[config.mk]
export PLATFORM = sky130hd
export DESIGN_NAME = decoder_pulse_seq
export DESIGN_NICKNAME = d
export VERILOG_FILES = /design/src/rtl/decoder_pulse_seq_pkg.sv /design/src/rtl/decoder_pulse_seq_onehot_dec.sv /design/src/rtl/decoder_pulse_seq.sv
export SDC_FILE = /design/constraint.sdc
export NUM_CORES = 1
export LEC_CHECK = 0
export CAP_MARGIN = 15
export CELL_PAD_IN_SITES_DETAIL_PLACEMENT = 2
export CELL_PAD_IN_SITES_GLOBAL_PLACEMENT = 2
export CORE_AREA = 8 8 51 53
export CTS_CLUSTER_SIZE = 24
export DETAILED_ROUTE_END_ITERATION = 16
export DIE_AREA = 0 0 59 61
export PLACE_DENSITY_LB_ADDON = 0.1
export SETUP_SLACK_MARGIN = 0.05
export SYNTH_ARGS = -nofsm -noshare
export SYNTH_HDL_FRONTEND = slang
export SYNTH_SLANG_ARGS = --single-unit
[constraint.sdc]
create_clock -name clk -period 2.35 [get_ports clk]
set_input_delay 0.47 -clock clk [delete_from_list [all_inputs] [get_ports clk]]
set_output_delay 0.47 -clock clk [all_outputs]
set_load 0.02 [all_outputs]
[src/rtl/decoder_pulse_seq_pkg.sv]
// Shared definitions for the pulse-sequenced decoder: FSM state encodings,
// default timing parameters and a small elaboration-time helper.
package decoder_pulse_seq_pkg;

   typedef enum logic [1:0] {
      ST_IDLE   = 2'd0,
      ST_ACTIVE = 2'd1,
      ST_GAP    = 2'd2
   } state_t;

   localparam int DEF_PULSE_LEN = 4;
   localparam int DEF_GAP_LEN   = 1;

   function automatic int max_int(input int a, input int b);
      return (a > b) ? a : b;
   endfunction

endpackage

[src/rtl/decoder_pulse_seq_onehot_dec.sv]
// Combinational binary-to-one-hot decoder: code value k raises line k only.
module onehot_dec #(
   parameter  int CODE_W = 2,
   localparam int OUT_W  = 2**CODE_W
) (
   input  logic [CODE_W-1:0] code,
   output logic [OUT_W-1:0]  y
);

   genvar gi;
   generate
      for (gi = 0; gi < OUT_W; gi++) begin : g_line
         assign y[gi] = (code == CODE_W'(gi));
      end
   endgenerate

endmodule

[src/rtl/decoder_pulse_seq.sv]
// Sequenced one-hot decoder: each accepted code drives y for PULSE_LEN cycles,
// then GAP_LEN dead cycles. Optional abort input via DECODER_PULSE_ABORT_EN.
module decoder_pulse_seq
   import decoder_pulse_seq_pkg::*;
#(
   parameter  int CODE_W    = 2,
   parameter  int PULSE_LEN = DEF_PULSE_LEN,
   parameter  int GAP_LEN   = DEF_GAP_LEN,
   localparam int OUT_W     = 2**CODE_W
) (
   input  logic              clk,
   input  logic              rst,
   input  logic              in_valid,
   output logic              in_ready,
   input  logic [CODE_W-1:0] code,
`ifdef DECODER_PULSE_ABORT_EN
   input  logic              abort,
`endif
   output logic [OUT_W-1:0]  y,
   output logic              busy,
   output logic              done
);

   localparam int CNT_W = $clog2(max_int(PULSE_LEN, GAP_LEN) + 1);
   localparam logic [CNT_W-1:0] PULSE_LOAD = CNT_W'(PULSE_LEN - 1);
   localparam logic [CNT_W-1:0] GAP_LOAD   = CNT_W'((GAP_LEN > 0) ? GAP_LEN - 1 : 0);

   state_t           state_reg, state_next;
   logic [CNT_W-1:0] cnt_reg, cnt_next;
   logic [OUT_W-1:0] y_reg, y_next, dec;
   logic             done_reg, done_next, busy_reg;
   logic             xfer, abort_req;

   onehot_dec #(.CODE_W(CODE_W)) u_dec (
      .code (code),
      .y    (dec)
   );

   assign in_ready = (state_reg == ST_IDLE) & ~rst;
   assign xfer     = in_valid & in_ready;

`ifdef DECODER_PULSE_ABORT_EN
   assign abort_req = abort;
`else
   assign abort_req = 1'b0;
`endif

   always_comb begin
      state_next = state_reg;
      cnt_next   = cnt_reg;
      y_next     = y_reg;
      done_next  = 1'b0;
      case (state_reg)
         ST_IDLE: begin
            if (xfer) begin
               state_next = ST_ACTIVE;
               y_next     = dec;
               cnt_next   = PULSE_LOAD;
            end
         end
         ST_ACTIVE: begin
            // abort wins over the counter, so a final-cycle abort also suppresses done
            if (abort_req) begin
               state_next = ST_IDLE;
               y_next     = '0;
               cnt_next   = '0;
            end else if (cnt_reg != '0) begin
               cnt_next = cnt_reg - CNT_W'(1);
            end else begin
               y_next    = '0;
               done_next = 1'b1;
               if (GAP_LEN > 0) begin
                  state_next = ST_GAP;
                  cnt_next   = GAP_LOAD;
               end else begin
                  state_next = ST_IDLE;
               end
            end
         end
         ST_GAP: begin
            y_next = '0;
            if (abort_req || cnt_reg == '0) begin
               state_next = ST_IDLE;
               cnt_next   = '0;
            end else begin
               cnt_next = cnt_reg - CNT_W'(1);
            end
         end
         default: begin
            state_next = ST_IDLE;
            y_next     = '0;
            cnt_next   = '0;
         end
      endcase
   end

   always_ff @(posedge clk or posedge rst) begin
      if (rst) begin
         state_reg <= ST_IDLE;
         cnt_reg   <= '0;
         y_reg     <= '0;
         done_reg  <= 1'b0;
         busy_reg  <= 1'b0;
      end else begin
         state_reg <= state_next;
         cnt_reg   <= cnt_next;
         y_reg     <= y_next;
         done_reg  <= done_next;
         busy_reg  <= (state_next != ST_IDLE);
      end
   end

   assign y    = y_reg;
   assign busy = busy_reg;
   assign done = done_reg;

endmodule

* After elaboration in Yosys (flattened, before gate mapping)
Cells that the tools add are included.
Cells by class: mux-type cells 13, bitwise gates (word level) 3, eq/ne operators 7, add/subtract/negate cells 1, reduce and logical (&&, ||, !) cells 6
Operators by type and width (count):
- $mux 3 | 3
- $pmux 3 s3 | 1
- $mux 4 | 2
- $pmux 4 s2 | 1
- $eq 2x2->1 const B | 3
- $mux 2 | 3
- $pmux 2 s3 | 1
- $eq 2x1->1 const B | 2
- $logic_not 2->1 | 2
- $ne 2x2->1 const B | 2
- $logic_not 3->1 | 1
- $reduce_bool 3->1 | 1
- $sub 3x1->3 const B | 1
- $and 1x1->1 | 2
- $mux 1 | 2
- $reduce_and 2->1 | 1
- $reduce_bool 2->1 | 1
- $not 1->1 | 1
Storage, ports and cells: output and inout port bits 7, bits in registers 11, word-level logic and storage cells 35

* Longest topological paths before layout
Gate-level depths: netlist of the first run.
depth in word-level cells 6, depth in mapped cells 4, depth with buffers taken out 3

* By module
A second synthesis of the first run with hierarchy kept.
Unflattened totals: cells, all modules 57, area, all modules 551.8 µm²
By module, submodules not included:
- decoder_pulse_seq | times used 1, cells an instance 53, area an instance 525.5 µm², sequential area each 275.3 µm²
- onehot_dec | times used 1, cells an instance 4, area an instance 26.3 µm², sequential area each 0.0 µm²

* Worst setup path before layout of the first run
Ideal clock, no wire load.
path kind reg2out, from register state_reg[1], to output in_ready, required time 1.880 ns, slack 0.788 ns, cell stages (with the launch flop) 4, buffers on the path 1, arrival time 1.092 ns, cell sequence dfrtp_1 buf_6 or2_2 nor2_1
On the way: cells in the longest elaborated chain, start to end 2
Ends and longest elaborated chain:
- from (decl) | line decoder_pulse_seq.sv:28 | state_t state_reg, state_next;
- from (signal assigned) | line decoder_pulse_seq.sv:105 | state_reg <= state_next;
- $logic_not 2->1 | line decoder_pulse_seq.sv:39 | assign in_ready = (state_reg == ST_IDLE) & ~rst;
- $and 1x1->1 | line decoder_pulse_seq.sv:39
- to (decl) | line decoder_pulse_seq.sv:14 | output logic in_ready,
Every way passes these cells.

* Worst setup path after layout of the first run
Ends and elaborated chain as after synthesis.

==> results of run 1 <==
-- cell type report --
cell class                 instances  area [sq um]  share of cell area [%]
multi-input combinational         31           205                    29.8
clock buffer                       4          26.3                    3.82
tap                               27          33.8                    4.91
sequential                        11           275                    40.0
inverter                           4          15.0                    2.18
timing repair buffer              14           133                    19.3
-- report_power, final --
part | leakage [nW] | internal (W) | switching (W)
sequential | 0.145 | 0.000249 | 0.0000383
combinational | 0.139 | 0.000170 | 0.000206
clock | 0.0150 | 0.0000657 | 0.0000652
-- layer usage --
metal	track usage (%)	vias to the layer above	wire (um)
li1	-	200	-
met1	10.2	199	630
met2	12.8	8	600
met3	3.18	4	58
met4	5.12	0	21
met5	0	-	0
-- worst max-delay path, stage by stage (launching register included) --
cell and delay [ns]:
dfrtp_1 0.38, or2_2 0.34, nor2_1 0.10, clkdlybuf4s50_1 0.61
-- cells by family after synthesis --
logic type                 share of synthesized area (%)
DFF                                                 53.8
and+or+nand+nor                                     19.8
xor gates and xnor gates                            1.71
buffers and inverters                               6.11
adders and majority gates                           1.96
AOI/OAI and AO/OA                                   16.6
-- cell usage after synthesis --
library cell	count	area, sq um
o2bb2ai_1	2	17.5
inv_1	4	15.0
a22o_2	2	20.0
nor2b_1	1	6.26
nand2_1	2	7.51
and2_1	1	6.26
buf_6	1	11.3
or4b_4	1	13.8
o221ai_1	1	8.76
xnor2_1	1	8.76
dfrtp_1	11	275
or2b_1	1	7.51
nand3_1	1	5.00
o21ai_0	1	5.00
nor3_1	1	5.00
buf_2	1	5.00
nor2_4	1	11.3
o32ai_1	1	8.76
nand2b_1	1	6.26
or2_2	1	6.26
nor2_1	7	26.3
o22ai_1	4	25.0
maj3_1	1	10.0
-- through the flow --
stage / utilization (%) / cells
5_1_grt: 37.4 / 91
6_report: 37.4 / 91
4_1_cts: 37.4 / 91
2_1_floorplan: - / 48
3_5_place_dp: 35.9 / 87
3_3_place_gp: 35.9 / 87
-- path summary, 6_finish.rpt --
| path | start | endpoint | slack [ns] |
|---|---|---|---|
| max in group asynchronous | rst | cnt_reg[1]$_DFFE_PP0P_ | 1.44 |
| min in group asynchronous | rst | cnt_reg[0]$_DFFE_PP0P_ | 0.60 |
| max reg2reg | cnt_reg[2]$_DFFE_PP0P_ | y[2]$_DFFE_PP0P_ | 0.79 |
| min reg2reg | y[1]$_DFFE_PP0P_ | y[1]$_DFFE_PP0P_ | 0.49 |
| max | state_reg[1]$_DFF_PP0_ | in_ready | 0.18 |
| min | y[1]$_DFFE_PP0P_ | y[1]$_DFFE_PP0P_ | 0.49 |
==> out/results.tsv, run 1 <==
stage	metric	value	unit
yosys	ys_seq_area_share	53.8	%
worst_setup_path	cp.arrival	1.70	ns
worst_hold_path	worst_hold_path_type	register to register	
placed_design	portBuffers	11	
layout	largest_reg_flops	4	
floorplanning	die_h	61	um
power_and_ir_drop	p_leak	0.299	nW
clocking	insertion_delay	0.27	ns
drt	vias_per_cell	4.52	
global_routing	grtUsageTotal	8.56	%
status	status	finished, final reports clean	
placed_design	gp_congestion	0.682	
worst_setup_path	r2r_cells	3	
clocking	cts_max_path_buffers	2	
yosys	synth_seq_cells	11	
drt	first_pass_iters	3	
layout	layout_common_cells	dfrtp_1 (11), clkdlybuf4s50_1 (11), nor2_1 (7), o22ai_1 (4), inv_1 (4)	
drt	drcViolationCount	0	
clocking	clkTransAtPathRegs	0.07	ns
power_and_ir_drop	total_power	0.000795	W
floorplanning	num_io_pins	12	
global_routing	grt_antenna_before_repair	0	
drt	num_vias	411	
global_routing	grt_pass1_wl	2240	um
placed_design	postPlaceCellArea	662	sq um
floorplanning	core_area	1840	sq um
layout	antennaDiodeCount	0	
clocking	cts_resized	0	
clocking	cts_sinks	11	
drt	finalWirelength	1310	um
worst_setup_path	required	1.88	ns
drt	drtIter0Drc	2	
yosys	syn_inst	48	
clocking	post-cts-setup-buffers	0	
yosys	ys_types	23	
timing	slew_headroom	63.0	%
layout	drive_gt1_share	17.2	%
floorplanning	start_util	27.8	%
timing	tns	0	ns
yosys	syn_area	512	sq um
power_and_ir_drop	ir_drop	0.000434	V
floorplanning	die_area	3600	sq um
layout	nFillCells	224	
worst_hold_path	holdPathStages	1	
timing	hold_violations	0	
clocking	htreeDepth	1	
global_routing	grt_overflow	0	
floorplanning	die_w	59	um
layout	nets	70	
yosys	syn_nets	53	
drt	wire_per_inst	14.4	um
drt	postRouteAntennaNets	0	
floorplanning	rows	16	
timing	finalMaxSlewViolations	0	
worst_setup_path	crit_fanout	4	
global_routing	grt_max_degree	12	
clocking	post_cts_hold_buffer_count	0	
yosys	yosys_warnings	0	
timing	fmax	462	MHz
timing	worst_pin_slew	0.550	ns
placed_design	dp_hpwl	1000	um
timing	post-route-period-util	92.2	%
worst_setup_path	path_class	register to primary output	
worst_setup_path	cp-end-kind	primary output	
worst_setup_path	critPathLaunchType	register	
yosys	synth_area_per_cell	10.7	sq um
timing	setup_ws	0.184	ns
timing	rsz0062_at_grt	false	
timing	fin_crit	2.17	ns
clocking	cts_tree	done	
timing	skew	0.00603	ns
clocking	cts_made_buffers	3	
power_and_ir_drop	p_per_area	1150	nW/um^2
timing	hold_ws	0.494	ns
global_routing	grt_pass1_vias	450	
placed_design	dp_slack	0.203	ns
clocking	root_buffer	clkbuf_4	
layout	area_delta_synth_final	34.5	%
timing	setup_viol	0	
layout	fin_area	688	sq um
flow_run	drv_cap	0	
Power figures use the tool's default switching activity.
==> run 2: changes to the inputs <==
--- a/config.mk
+++ b/config.mk
@@ -8,10 +8,10 @@
 export CAP_MARGIN = 15
 export CELL_PAD_IN_SITES_DETAIL_PLACEMENT = 2
 export CELL_PAD_IN_SITES_GLOBAL_PLACEMENT = 2
-export CORE_AREA = 8 8 51 53
+export CORE_AREA = 8 8 52 54
 export CTS_CLUSTER_SIZE = 24
 export DETAILED_ROUTE_END_ITERATION = 16
-export DIE_AREA = 0 0 59 61
+export DIE_AREA = 0 0 60 62
 export PLACE_DENSITY_LB_ADDON = 0.1
 export SETUP_SLACK_MARGIN = 0.05
 export SYNTH_ARGS = -nofsm -noshare
==> constraint.sdc (replaced) <==
create_clock -name clk -period 2.4 [get_ports clk]
set_input_delay 0.48 -clock clk [delete_from_list [all_inputs] [get_ports clk]]
set_output_delay 0.48 -clock clk [all_outputs]
set_load 0.02 [all_outputs]
==> out/results.tsv, run 2 (synthesis gave the netlist of run 1 again) <==
stage	metric	value	unit
layout	nets	71	
worst_setup_path	required	1.92	ns
worst_setup_path	path_class	register to primary output	
layout	largest_reg_flops	4	
drt	finalWirelength	1360	um
floorplanning	num_io_pins	12	
timing	finalMaxSlewViolations	0	
floorplanning	start_util	26.9	%
clocking	htreeDepth	1	
floorplanning	die_w	60	um
timing	post-route-period-util	91.3	%
global_routing	grt_antenna_before_repair	0	
timing	skew	0.00293	ns
placed_design	portBuffers	11	
power_and_ir_drop	p_leak	0.306	nW
layout	drive_gt1_share	20.0	%
power_and_ir_drop	ir_drop	0.000379	V
drt	first_pass_iters	2	
drt	num_vias	415	
layout	nFillCells	216	
clocking	cts_resized	0	
placed_design	dp_hpwl	1090	um
layout	antennaDiodeCount	0	
timing	fin_crit	2.19	ns
layout	layout_common_cells	dfrtp_1 (11), clkdlybuf4s50_1 (11), nor2_1 (7)	
timing	fmax	456	MHz
floorplanning	die_h	62	um
power_and_ir_drop	total_power	0.000793	W
clocking	post-cts-setup-buffers	0	
clocking	insertion_delay	0.26	ns
worst_setup_path	cp.arrival	1.71	ns
clocking	cts_max_path_buffers	2	
global_routing	grt_max_degree	12	
floorplanning	core_area	1900	sq um
clocking	cts_made_buffers	3	
worst_setup_path	cp-end-kind	primary output	
drt	wire_per_inst	14.8	um
drt	vias_per_cell	4.51	
drt	drcViolationCount	0	
global_routing	grt_pass1_wl	2420	um
clocking	cts_sinks	11	
timing	tns	0	ns
global_routing	grt_overflow	0	
placed_design	gp_congestion	0.684	
drt	postRouteAntennaNets	0	
worst_setup_path	crit_fanout	4	
clocking	cts_tree	done	
timing	slew_headroom	68.8	%
worst_hold_path	worst_hold_path_type	register to register	
timing	hold_ws	0.494	ns
drt	drtIter0Drc	8	
status	status	finished, final reports clean	
flow_run	drv_cap	0	
layout	area_delta_synth_final	36.2	%
timing	worst_pin_slew	0.467	ns
global_routing	grtUsageTotal	8.94	%
timing	setup_viol	0	
floorplanning	die_area	3720	sq um
placed_design	dp_slack	0.205	ns
clocking	clkTransAtPathRegs	0.08	ns
clocking	post_cts_hold_buffer_count	0	
timing	hold_violations	0	
clocking	root_buffer	clkbuf_4	
global_routing	grt_pass1_vias	501	
floorplanning	rows	16	
timing	rsz0062_at_grt	false	
power_and_ir_drop	p_per_area	1140	nW/um^2
worst_setup_path	critPathLaunchType	register	
timing	setup_ws	0.208	ns
[run 2: cell types whose count changed in the layout (fill, tap and decap cells not counted)]
cell	change
clkbuf_1	-1
clkinv_2	+1
buf_4	+1
[run 2: stage by stage]
stage | utilization [%] | cell area (sq um) | cells
final | 36.6 | 697 | 92
after global routing | 36.6 | 697 | 92
after CTS | 36.6 | 697 | 92
after detailed placement | 35.2 | 669 | 88
after global placement | 35.2 | 669 | 88
after floorplan | - | 512 | 48
[run 2: cell type report]
type	instances	area (sq um)	share of cell area (%)
flip-flops and latches	11	275	39.5
multi-input cells	31	205	29.4
repair buffers	15	140	20.1
well taps	27	33.8	4.85
clock buffers	3	22.5	3.23
inverters	4	15.0	2.15
clock inverters	1	5.00	0.718
[run 2: path summary, 6_finish.rpt]
path / startpoint / slack [ns] / depth (start not counted) / to
setup / recovery: state_reg[1]$_DFF_PP0_ / 0.21 / 3 / in_ready
hold / removal: y[3]$_DFFE_PP0P_ / 0.49 / 1 / y[3]$_DFFE_PP0P_
setup reg to reg: state_reg[1]$_DFF_PP0_ / 0.96 / 4 / y[2]$_DFFE_PP0P_
hold reg to reg: y[3]$_DFFE_PP0P_ / 0.49 / 1 / y[3]$_DFFE_PP0P_
max in group asynchronous: rst / 1.43 / 2 / y[2]$_DFFE_PP0P_
min in group asynchronous: rst / 0.65 / 2 / y[1]$_DFFE_PP0P_
[run 2: critical path, stage by stage, from the launching register on]
cell and delay (ns):
dfrtp_1 0.38, or2_2 0.35, nor2_1 0.10, clkdlybuf4s50_1 0.61
[run 2: metal layers]
metal	up-vias	share of wire [%]	wire length, um	GRT usage, %
met2	8	45	617	13.8
met4	0	0	0	4.08
met3	0	6.3	86	3.70
met1	204	48	657	10.5
met5	-	0	0	0
li1	203	-	-	-
[run 2: where the power goes]
part	internal, W	switching [W]	total [W]
combinational	0.000179	0.000209	0.000387
sequential	0.000244	0.0000367	0.000280
clock	0.0000615	0.0000642	0.000126
==> run 3: changes to the inputs <==
--- a/config.mk
+++ b/config.mk
@@ -12,6 +12,7 @@
 export CTS_CLUSTER_SIZE = 24
 export DETAILED_ROUTE_END_ITERATION = 16
 export DIE_AREA = 0 0 60 62
+export GPL_TIMING_DRIVEN = 0
 export PLACE_DENSITY_LB_ADDON = 0.1
 export SETUP_SLACK_MARGIN = 0.05
 export SYNTH_ARGS = -nofsm -noshare
==> out/results.tsv, run 3 (synthesis gave the netlist of run 1 again) <==
stage	metric	value	unit
timing	finalMaxSlewViolations	0	
floorplanning	core_area	1900	sq um
clocking	cts_tree	done	
layout	utilization	35.8	%
placed_design	gp_congestion	0.692	
worst_hold_path	holdPathStages	1	
power_and_ir_drop	p_leak	0.297	nW
worst_setup_path	critical_path_buf_inv_count	2	
timing	tns	0	ns
worst_setup_path	cp_num_cells	4	
drt	num_vias	415	
layout	final_cells	90	
drt	dr_wl_met3	78	um
timing	hold_violations	0	
timing	hold_ws	0.497	ns
clocking	htreeDepth	1	
drt	drtIter0Drc	0	
worst_setup_path	r2r_end	y[2]$_DFFE_PP0P_	
layout	largest_reg_flops	4	
drt	dr.max_layer_used	met4	
floorplanning	rows	16	
timing	setup_viol	0	
worst_setup_path	crit_fanout	9	
floorplanning	die_area	3720	sq um
worst_setup_path	critPathSlowestCell	dfrtp_1	
global_routing	grt_antenna_before_repair	0	
status	status	finished, final reports clean	
global_routing	grt_pass1_wl	2140	um
power_and_ir_drop	ir_drop	0.000370	V
clocking	insertion_delay	0.27	ns
timing	worst_pin_slew	0.499	ns
worst_hold_path	worst_hold_path_type	register to register	
global_routing	grt_overflow	0	
layout	nFillCells	217	
drt	wl_met1	571	um
layout	drive_gt1_share	15.9	%
clocking	clkTransAtPathRegs	0.07	ns
flow_run	drv_cap	0	
power_and_ir_drop	p_per_area	1130	nW/um^2
floorplanning	die_h	62	um
worst_setup_path	path_cells	buf_2, or2_2, nor2_1, dlygate4sd2_1	
timing	fin_crit	2.05	ns
floorplanning	start_util	26.9	%
placed_design	dp.cells	86	
drt	wire_per_inst	14.2	um
timing	slew_headroom	66.5	%
drt	finalWirelength	1280	um
timing	setup_ws	0.353	ns
clocking	cts_sinks	11	
global_routing	grt_max_degree	12	
worst_setup_path	cp-end-kind	primary output	
clocking	root_buffer	clkbuf_4	
layout	layout_common_cells	dfrtp_1 (11), clkdlybuf4s50_1 (10), nor2_1 (7), o22ai_1 (4), inv_1 (4)	
placed_design	dp_hpwl	994	um
drt	drcViolationCount	0	
clocking	post-cts-setup-buffers	0	
placed_design	dp_slack	0.191	ns
timing	fmax	489	MHz
timing	post-route-period-util	85.3	%
worst_setup_path	required	1.92	ns
drt	postRouteAntennaNets	0	
worst_setup_path	rr_startpoint	cnt_reg[2]$_DFFE_PP0P_	
drt	vias_per_cell	4.61	
worst_setup_path	r2r_slack	0.89	ns
global_routing	grt_pass1_vias	458	
drt	first_pass_iters	1	
worst_hold_path	hp-start	y[1]$_DFFE_PP0P_	
clocking	cts_max_path_buffers	2	
worst_setup_path	cp.arrival	1.57	ns
global_routing	grtUsageTotal	8.09	%
drt	wl_met2	596	um
worst_setup_path	critPathLaunchType	register	
layout	seqCellArea	275	sq um
layout	nets	69	
layout	multiInputGateArea	205	sq um
worst_setup_path	cp_slowest_stage_delay	0.36	ns
clocking	cts_resized	1	
worst_setup_path	critPathTopFamily	buffers and inverters	
layout	area_delta_synth_final	33.0	%
worst_setup_path	r2r_cells	3	
placed_design	portBuffers	11	
clocking	cts_made_buffers	3	
floorplanning	die_w	60	um
layout	layout_commonest_cell	dfrtp_1	
floorplanning	num_io_pins	12	
layout	antennaDiodeCount	0	
timing	skew	0.00788	ns
clocking	post_cts_hold_buffer_count	0	
timing	rsz0062_at_grt	false	
worst_hold_path	min_to	y[1]$_DFFE_PP0P_	
worst_setup_path	path_class	register to primary output	
-- run 3: cell count changes in the layout (fill, tap and decap cells not counted), sizes merged --
cell and change:
dlygate4sd2 +1, clkbuf +1, clkdlybuf4s50 -1, buf -2, clkinv -1
-- run 3: power breakdown --
part	internal [W]	switching, W	leakage [nW]
Sequential	0.000244	0.0000358	0.145
Combinational	0.000160	0.000200	0.137
Clock	0.0000644	0.0000671	0.0150
-- run 3: final cells by class --
| class | count | area share [%] |
|---|---|---|
| timing repair buffer | 11 | 16.0 |
| sequential | 11 | 40.4 |
| tap | 27 | 4.96 |
| multi-input combinational | 31 | 30.1 |
| inverter | 4 | 2.21 |
| clock buffer | 4 | 3.86 |
| buffer | 2 | 2.39 |
-- run 3: worst max-delay path by stage --
stage | from | to
floorplan | state_reg[1]$_DFF_PP0_ | in_ready
global placement | rst | in_ready
detailed placement | rst | in_ready
CTS | state_reg[0]$_DFF_PP0_ | in_ready
global route | state_reg[0]$_DFF_PP0_ | in_ready
finish | state_reg[0]$_DFF_PP0_ | in_ready
-- run 3: per-layer routing --
| layer | vias up | GRT usage [%] |
|---|---|---|
| met5 | - | 0 |
| met1 | 200 | 8.68 |
| met2 | 10 | 12.5 |
| li1 | 201 | - |
| met4 | 0 | 6.12 |
| met3 | 4 | 3.50 |
-- run 3: per-stage QoR --
step                      power, W  area (sq um)
after floorplan           0.000515           512
after global placement    0.000648           656
after detailed placement  0.000655           656
after CTS                 0.000784           681
after global routing      0.000823           681
final                     0.000771           681
